[src/rtl/pwm_peripheral.sv]
// 16-channel output driver: forced low, forced high, or one shared 8-bit PWM.
// Duty is double-buffered and only loaded at a period boundary.
module pwm_peripheral #(
  parameter int unsigned PRESCALE = 13
) (
  input  logic        clk,
  input  logic        rst_n,
  input  logic [7:0]  en_reg_out_7_0,
  input  logic [7:0]  en_reg_out_15_8,
  input  logic [7:0]  en_reg_pwm_7_0,
  input  logic [7:0]  en_reg_pwm_15_8,
  input  logic [7:0]  pwm_duty_cycle,
  output logic [15:0] out,
  output logic        period_start
);

  localparam logic [15:0] PS_MAX = 16'(PRESCALE - 1);

  logic [15:0] presc_q, presc_d;
  logic [7:0]  cnt_q, cnt_d;
  logic [7:0]  duty_q, duty_d;
  logic [15:0] out_q, out_d;
  logic        ps_q, ps_d;

  logic        tick;
  logic        boundary;
  logic        pwm_sig;
  logic [15:0] en_out;
  logic [15:0] en_pwm;

  assign en_out = {en_reg_out_15_8, en_reg_out_7_0};
  assign en_pwm = {en_reg_pwm_15_8, en_reg_pwm_7_0};

  always_comb begin
    tick     = (presc_q == PS_MAX);
    presc_d  = tick ? 16'd0 : presc_q + 16'd1;
    cnt_d    = tick ? cnt_q + 8'd1 : cnt_q;
    boundary = tick && (cnt_q == 8'hFF);
    duty_d   = boundary ? pwm_duty_cycle : duty_q;
    ps_d     = boundary;
    // 0xFF means full on; otherwise the compare can never reach 100%
    pwm_sig  = (duty_q == 8'hFF) ? 1'b1 : (cnt_q < duty_q);
    out_d    = '0;
    for (int i = 0; i < 16; i++) begin
      out_d[i] = en_out[i] & (en_pwm[i] ? pwm_sig : 1'b1);
    end
  end

  always_ff @(posedge clk or negedge rst_n) begin
    if (!rst_n) begin
      presc_q <= '0;
      cnt_q   <= '0;
      duty_q  <= '0;
      out_q   <= '0;
      ps_q    <= 1'b0;
    end else begin
      presc_q <= presc_d;
      cnt_q   <= cnt_d;
      duty_q  <= duty_d;
      out_q   <= out_d;
      ps_q    <= ps_d;
    end
  end

  assign out          = out_q;
  assign period_start = ps_q;

endmodule

[config.mk]
export PLATFORM = sky130hd
export DESIGN_NAME = pwm_peripheral
export DESIGN_NICKNAME = d
export VERILOG_FILES = /design/src/rtl/pwm_peripheral.sv
export SDC_FILE = /design/constraint.sdc
export NUM_CORES = 1
export LEC_CHECK = 0
export ABC_AREA = 1
export BUFFER_PORTS_ARGS = -buffer_cell sky130_fd_sc_hd__buf_2
export CORE_ASPECT_RATIO = 1.75
export CORE_MARGIN = 4
export CORE_UTILIZATION = 53
export DETAILED_ROUTE_END_ITERATION = 6
export PLACE_DENSITY = 0.79
export SLEW_MARGIN = 20
export SYNTH_ARGS = -nofsm -noshare
export SYNTH_HDL_FRONTEND = slang
export SYNTH_SLANG_ARGS = --single-unit
[constraint.sdc]
create_clock -name clk -period 2.1 [get_ports clk]
set_input_delay 0.63 -clock clk [delete_from_list [all_inputs] [get_ports clk]]
set_output_delay 0.63 -clock clk [all_outputs]
set_load 0.01 [all_outputs]
## Word-level counts from Yosys, hierarchy flattened

Cells that the tools add are included.
W data, S select, Z words.

| operators by class | value |
|---|---|
| add/subtract/negate cells | 2 |
| order comparisons | 1 |
| equal/unequal tests | 3 |
| mux-type cells | 18 |
| bitwise logic cells | 16 |
| reduce and logical (&&, ||, !) cells | 1 |

Operators with widths:

| cell | count |
|---|---|
| $mux W1 | 17 |
| $add A16 B1 Y16 const B | 1 |
| $and A1 B1 Y1 | 16 |
| $eq A16 B4 Y1 const B | 1 |
| $eq A8 B8 Y1 const B | 2 |
| $mux W16 | 1 |
| $add A8 B1 Y8 const B | 1 |
| $lt A8 B8 Y1 | 1 |
| $logic_and A1 B1 Y1 | 1 |

| storage, ports and cells | value |
|---|---|
| register bits | 49 |
| word-level logic and storage cells | 46 |

## Longest topological paths before layout

| logic depth | value |
|---|---|
| depth after elaboration | 4 |
| gate-level depth with buffers | 12 |

## Worst setup path before layout

OpenSTA, ideal clock, no wires.

| timing | value |
|---|---|
| path type | register -> register |
| start point | register cnt_q[5] |
| end point | register out_q[0], in the netlist out[0] |
| library setup time | 63 ps |
| arrival | 1497 ps |
| path slack | 540 ps |
| stages on the path, launching flop included | 10 |
| period minus slack after synthesis | 1560 ps |
| path through | dfrtp_1 -> ha_1 -> a21oi_1 -> nor2_1 -> nor3_1 -> nand2_1 -> buf_2 -> nand3_1 -> nand2_1 -> inv_1 |

| between the ends | value |
|---|---|
| word-level cells in the longest chain between the ends | 4 |

RTL lines:

| what | RTL line | text |
|---|---|---|
| from (decl) | 20 | `logic [7:0] cnt_q, cnt_d;` |
| from (signal assigned) | 58 | `cnt_q <= cnt_d;` |
| $lt A8 B8 Y1 | 42 | `pwm_sig = (duty_q == 8'hFF) ? 1'b1 : (cnt_q < duty_q);` |
| $mux W1 | 42 |  |
| $mux W1 | 45 | `out_d[i] = en_out[i] & (en_pwm[i] ? pwm_sig : 1'b1);` |
| $and A1 B1 Y1 | 45 |  |
| net out_d[0] | 22 | `logic [15:0] out_q, out_d;` |
| to (signal assigned) | 60 | `out_q <= out_d;` |
| to (decl) | 22 |  |

The timed path passes the listed nets, and every way through them passes these cells.
A chain may end at the register's enable or synchronous reset.

## Final worst setup path

| timing | value |
|---|---|
| start point | register cnt_q[5] |
| end point | register out_q[5], in the netlist out[5] |

Same word-level chain as after synthesis.

==> results by stage <==
Clock tree:
- The H-tree generated during clock tree synthesis spans 2 levels.
- The total clock buffers created by CTS is 5.
- The later-pin clock latency in the skew report is about 0.30 ns.
- Clock tree synthesis selected as its root buffer the cell clkbuf_8.
- The buffers inserted during post-CTS setup optimization is 0.
- The number of buffers inserted for hold repair after clock tree synthesis is 0.
- The maximum buffer depth of the clock tree is 2.
- After clock tree synthesis, the repair step resized 0 gates.
- The count of clock tree sinks is just under 50.
- After clock tree synthesis, the clock-pin slew on the worst setup and hold paths is ~0.090 ns.
- The TritonCTS clock tree is done.

Synth:
- The most frequent cell after synthesis is nand2_1.
- When the netlist entered floorplanning its net count stood at 341.
- Synthesis inferred 49 register bits.
- Synthesis instantiated 23 different standard cells from the library.
- Synthesis handed over a netlist of 289 instances.
- Of the post-synthesis cell area, the dominant cell type holds between 50% and 60%.
- Yosys attributes the largest share of cell area to dfrtp_1 50%, nand2_1 10%, inv_1 8.0%.
- Yosys mapped a number of flops with a built-in enable equal to 0.
- The netlist area before placement is about 2400 um^2.
- The post-synthesis async set-or-reset flop share is 100.0%.
- The biggest area contributor in the post-synthesis netlist is dfrtp_1.
- The number of warning messages in the yosys log is 0.
- The synthesized area per cell is ~8.4 um^2.
- The most used flip-flop cell after synthesis is dfrtp_1.
- Counting instances in the post-synthesis netlist gives the leading cell types as 68 x nand2_1, 52 x inv_1, 49 x dfrtp_1.
- Sequential elements use a little over 50% of the synthesized area.

Detailed routing:
- The DRC violation count after routing is 0.
- The detailed router's first-iteration violation count is a little over 40.
- The final routed wirelength across all metal layers is approximately 4.9 mm.
- The total number of vias is 2000.
- Dividing the detail-routed via count by the number of cells gives just under 5.
- The detail route stage leaves a number of antenna-violating nets equal to 0.
- After detailed routing, the average wire length per cell comes to 12.03 um.
- The length of the first detailed-routing pass in iterations is 4.

Worst hold path:
- The min-delay analysis places its worst path in the category input port to asynchronous set/reset pin.

Timing:
- The transition time at the pin with the least slew margin is 0.6483 ns.
- Dividing the final minimum period by the clock period gives between 80% and 90%.
- The clock period minus worst slack is 1.839 ns.
- The count of final max-slew check failures is 0.
- Setup repair after global routing left no endpoint under its margin.
- The final-layout setup total negative slack is 0 ns.
- Derived from the worst setup path, the maximum achievable clock frequency is 543.8 MHz.
- Clock skew on the completed layout was measured at between 0.006 and 0.007 ns.
- The final-report hold violation count was 0.
- The total setup violations reported at the end of the flow is 0.
- The worst slew margin relative to its limit is 56.65%.

Setup path:
- In this run the worst setup path begins at cnt_q[5].
- In this run the critical register-to-register path is launched from cnt_q[5].
- The gate family responsible for the most delay along the worst path is simple AND/OR/NAND/NOR gates.
- For the worst flop-to-flop path, the logic depth is 8.
- The largest fanout on the critical path is 16.
- The critical path is of the register to register type.
- In this design, the critical path's most frequently occurring cell is nand2_1.
- In this run the register-to-register setup slack is approximately 0.26 ns.
- The slowest library cell on the worst path is dfrtp_1.
- The end point of the critical path is out[5].
- The biggest cell delay along the critical path is ~0.45 ns.
- The total number of cells along the worst setup path is 8.
- The endpoint identified for the worst register-to-register timing path is out[5].
- Traced cell by cell, the critical path runs through ha_1, a21oi_1, nor2_1, nor3_1, nand2_1, nand3_1, nand2_1, inv_1.
- The number of buffers and inverters on the critical path is 1.
- The worst path required time is between 2 and 2.5 ns.
- The endpoint kind of the worst setup timing path is a register.
- The startpoint type of the worst setup path is a register.
- The endpoint arrival time on the critical path is approximately 2.1 ns.

GRT:
- The global routing usage summed across all routing layers is about a fifth.
- The number of antenna violations at the first check in global routing is 0.
- For this run the aggregate overflow at the end of global routing stands at 0.
- The first global-routing pass estimated just under 9 mm of wire.
- The via count of the first global-routing pass is roughly 2200.
- The largest net degree at the start of global routing is 50.

Power:
- Dividing total power by cell area gives a power density of approximately 560 nW/um^2.
- The leakage power is between 1.5 and 2 nW.
- Across the VDD grid, the largest voltage drop is between 0.0005 and 0.0006 V.

Final layout:
- The final instance area is a little under 3000 um^2.
- The number of inserted filler cells in the final layout is 374.
- The share of layout cells above drive strength 1 is a little under a quarter.
- The flip-flop and latch area is about 1200 um^2.
- The number of antenna diodes in the final layout is 0.
- The post-layout net count is ~400.
- The multi-input gate area in the final layout is slightly below 1000 um^2.
- The area growth from synthesis to layout is 18.94%.

Floorplan:
- The floorplan die height is between 90 and 100 um.
- The I/O pin count is 59.
- The floorplan die area is between 5000 and 6000 um^2.
- In this run the standard cell core region covers roughly 4400 um^2.
- The number of cell rows is 32.
- For this configuration, the core starts out at a cell density of 54.84%.
- The die extent in x is between 50 and 60 um.

Placement:
- Detailed placement finished with a half-perimeter wire length of 3.865 mm.
- The placed instances occupy a cell area of 2809 um^2.
- Input and output buffers added on the ports amount to 58.
- The final weighted congestion in routability-driven placement is roughly 0.85.

Run status:
- The flow ran to the end, and the final reports show no timing, DRC or antenna violations.

Flow run:
- The max-capacitance violation count is 0.
cells by family after synthesis:
logic type	share of synthesized area, %
AND/OR/NAND/NOR	28.03
AO/OA/AOI/OAI	1.643
adder cells (fa/ha/maj)	5.133
flip-flops	50.31
buffers and inverters	9.497
XOR/XNOR	5.390
power by group:
part / internal [mW] / switching, mW / total (mW)
Sequential: 0.958 / 0.00345 / 0.961
Clock: 0.237 / 0.317 / 0.553
Combinational: 0.0465 / 0.0500 / 0.0965
Total: 1.24 / 0.370 / 1.61
stage by stage:
stage | std cells | total power [mW] | utilization (%) | worst slack, ns | hold slack [ns]
finish | 406 | 1.611 | 65.23 | 0.2609 | 0.2863
CTS | 406 | 1.627 | 65.23 | 0.2392 | 0.3040
floorplan | 289 | 1.002 | - | 0.5403 | 0.3344
global placement | 398 | 1.077 | 63.20 | 0.3772 | 0.4540
detailed placement | 398 | 1.080 | 63.20 | 0.2523 | 0.4626
global route | 406 | 1.680 | 65.23 | 0.07001 | 0.3228
cell type report:
cell class / count / area share (%)
sequential: 49 / 42.30
inverter: 57 / 7.380
multi-input combinational: 180 / 33.79
clock buffer: 5 / 2.374
timing repair buffer: 61 / 11.22
clock inverter: 3 / 0.7337
tap: 51 / 2.201
how the worst min path moves through the flow:
stage	from	endpoint	depth (start not counted)
6_report	rst_n	presc_q[10]	2
3_5_place_dp	presc_q[15]	presc_q[15]	1
3_3_place_gp	duty_q[5]	duty_q[5]	2
5_1_grt	rst_n	cnt_q[4]	2
4_1_cts	rst_n	presc_q[11]	2
2_1_floorplan	rst_n	cnt_q[0]	0
metal layers:
layer	GRT usage, %	wire length [um]	vias up	part of all wire, %
met4	7.504	91	0	1.9
met3	4.920	286	9	5.9
met5	0	0	-	0
met2	35.30	2758	52	56
met1	20.09	1747	915	36
li1	-	-	1024	-
sequential cells by signal, indices dropped and copies added, names as in the netlist:
name and cells:
cnt_q 8, duty_q 8, out 16, period_start 1
presc_q 16
placed cells by master (no fill, tap or decap), types with 5 or more instances in the layout:
cell type / instances
buf_2: 58
clkbuf_8: 5
dfrtp_1: 49
ha_1: 10
inv_1: 52
nand2_1: 68
nand3_1: 35
nand4_1: 11
nor2_1: 20
nor3_1: 5
xor2_1: 13
No activity file was read; power rests on OpenSTA's default activity.
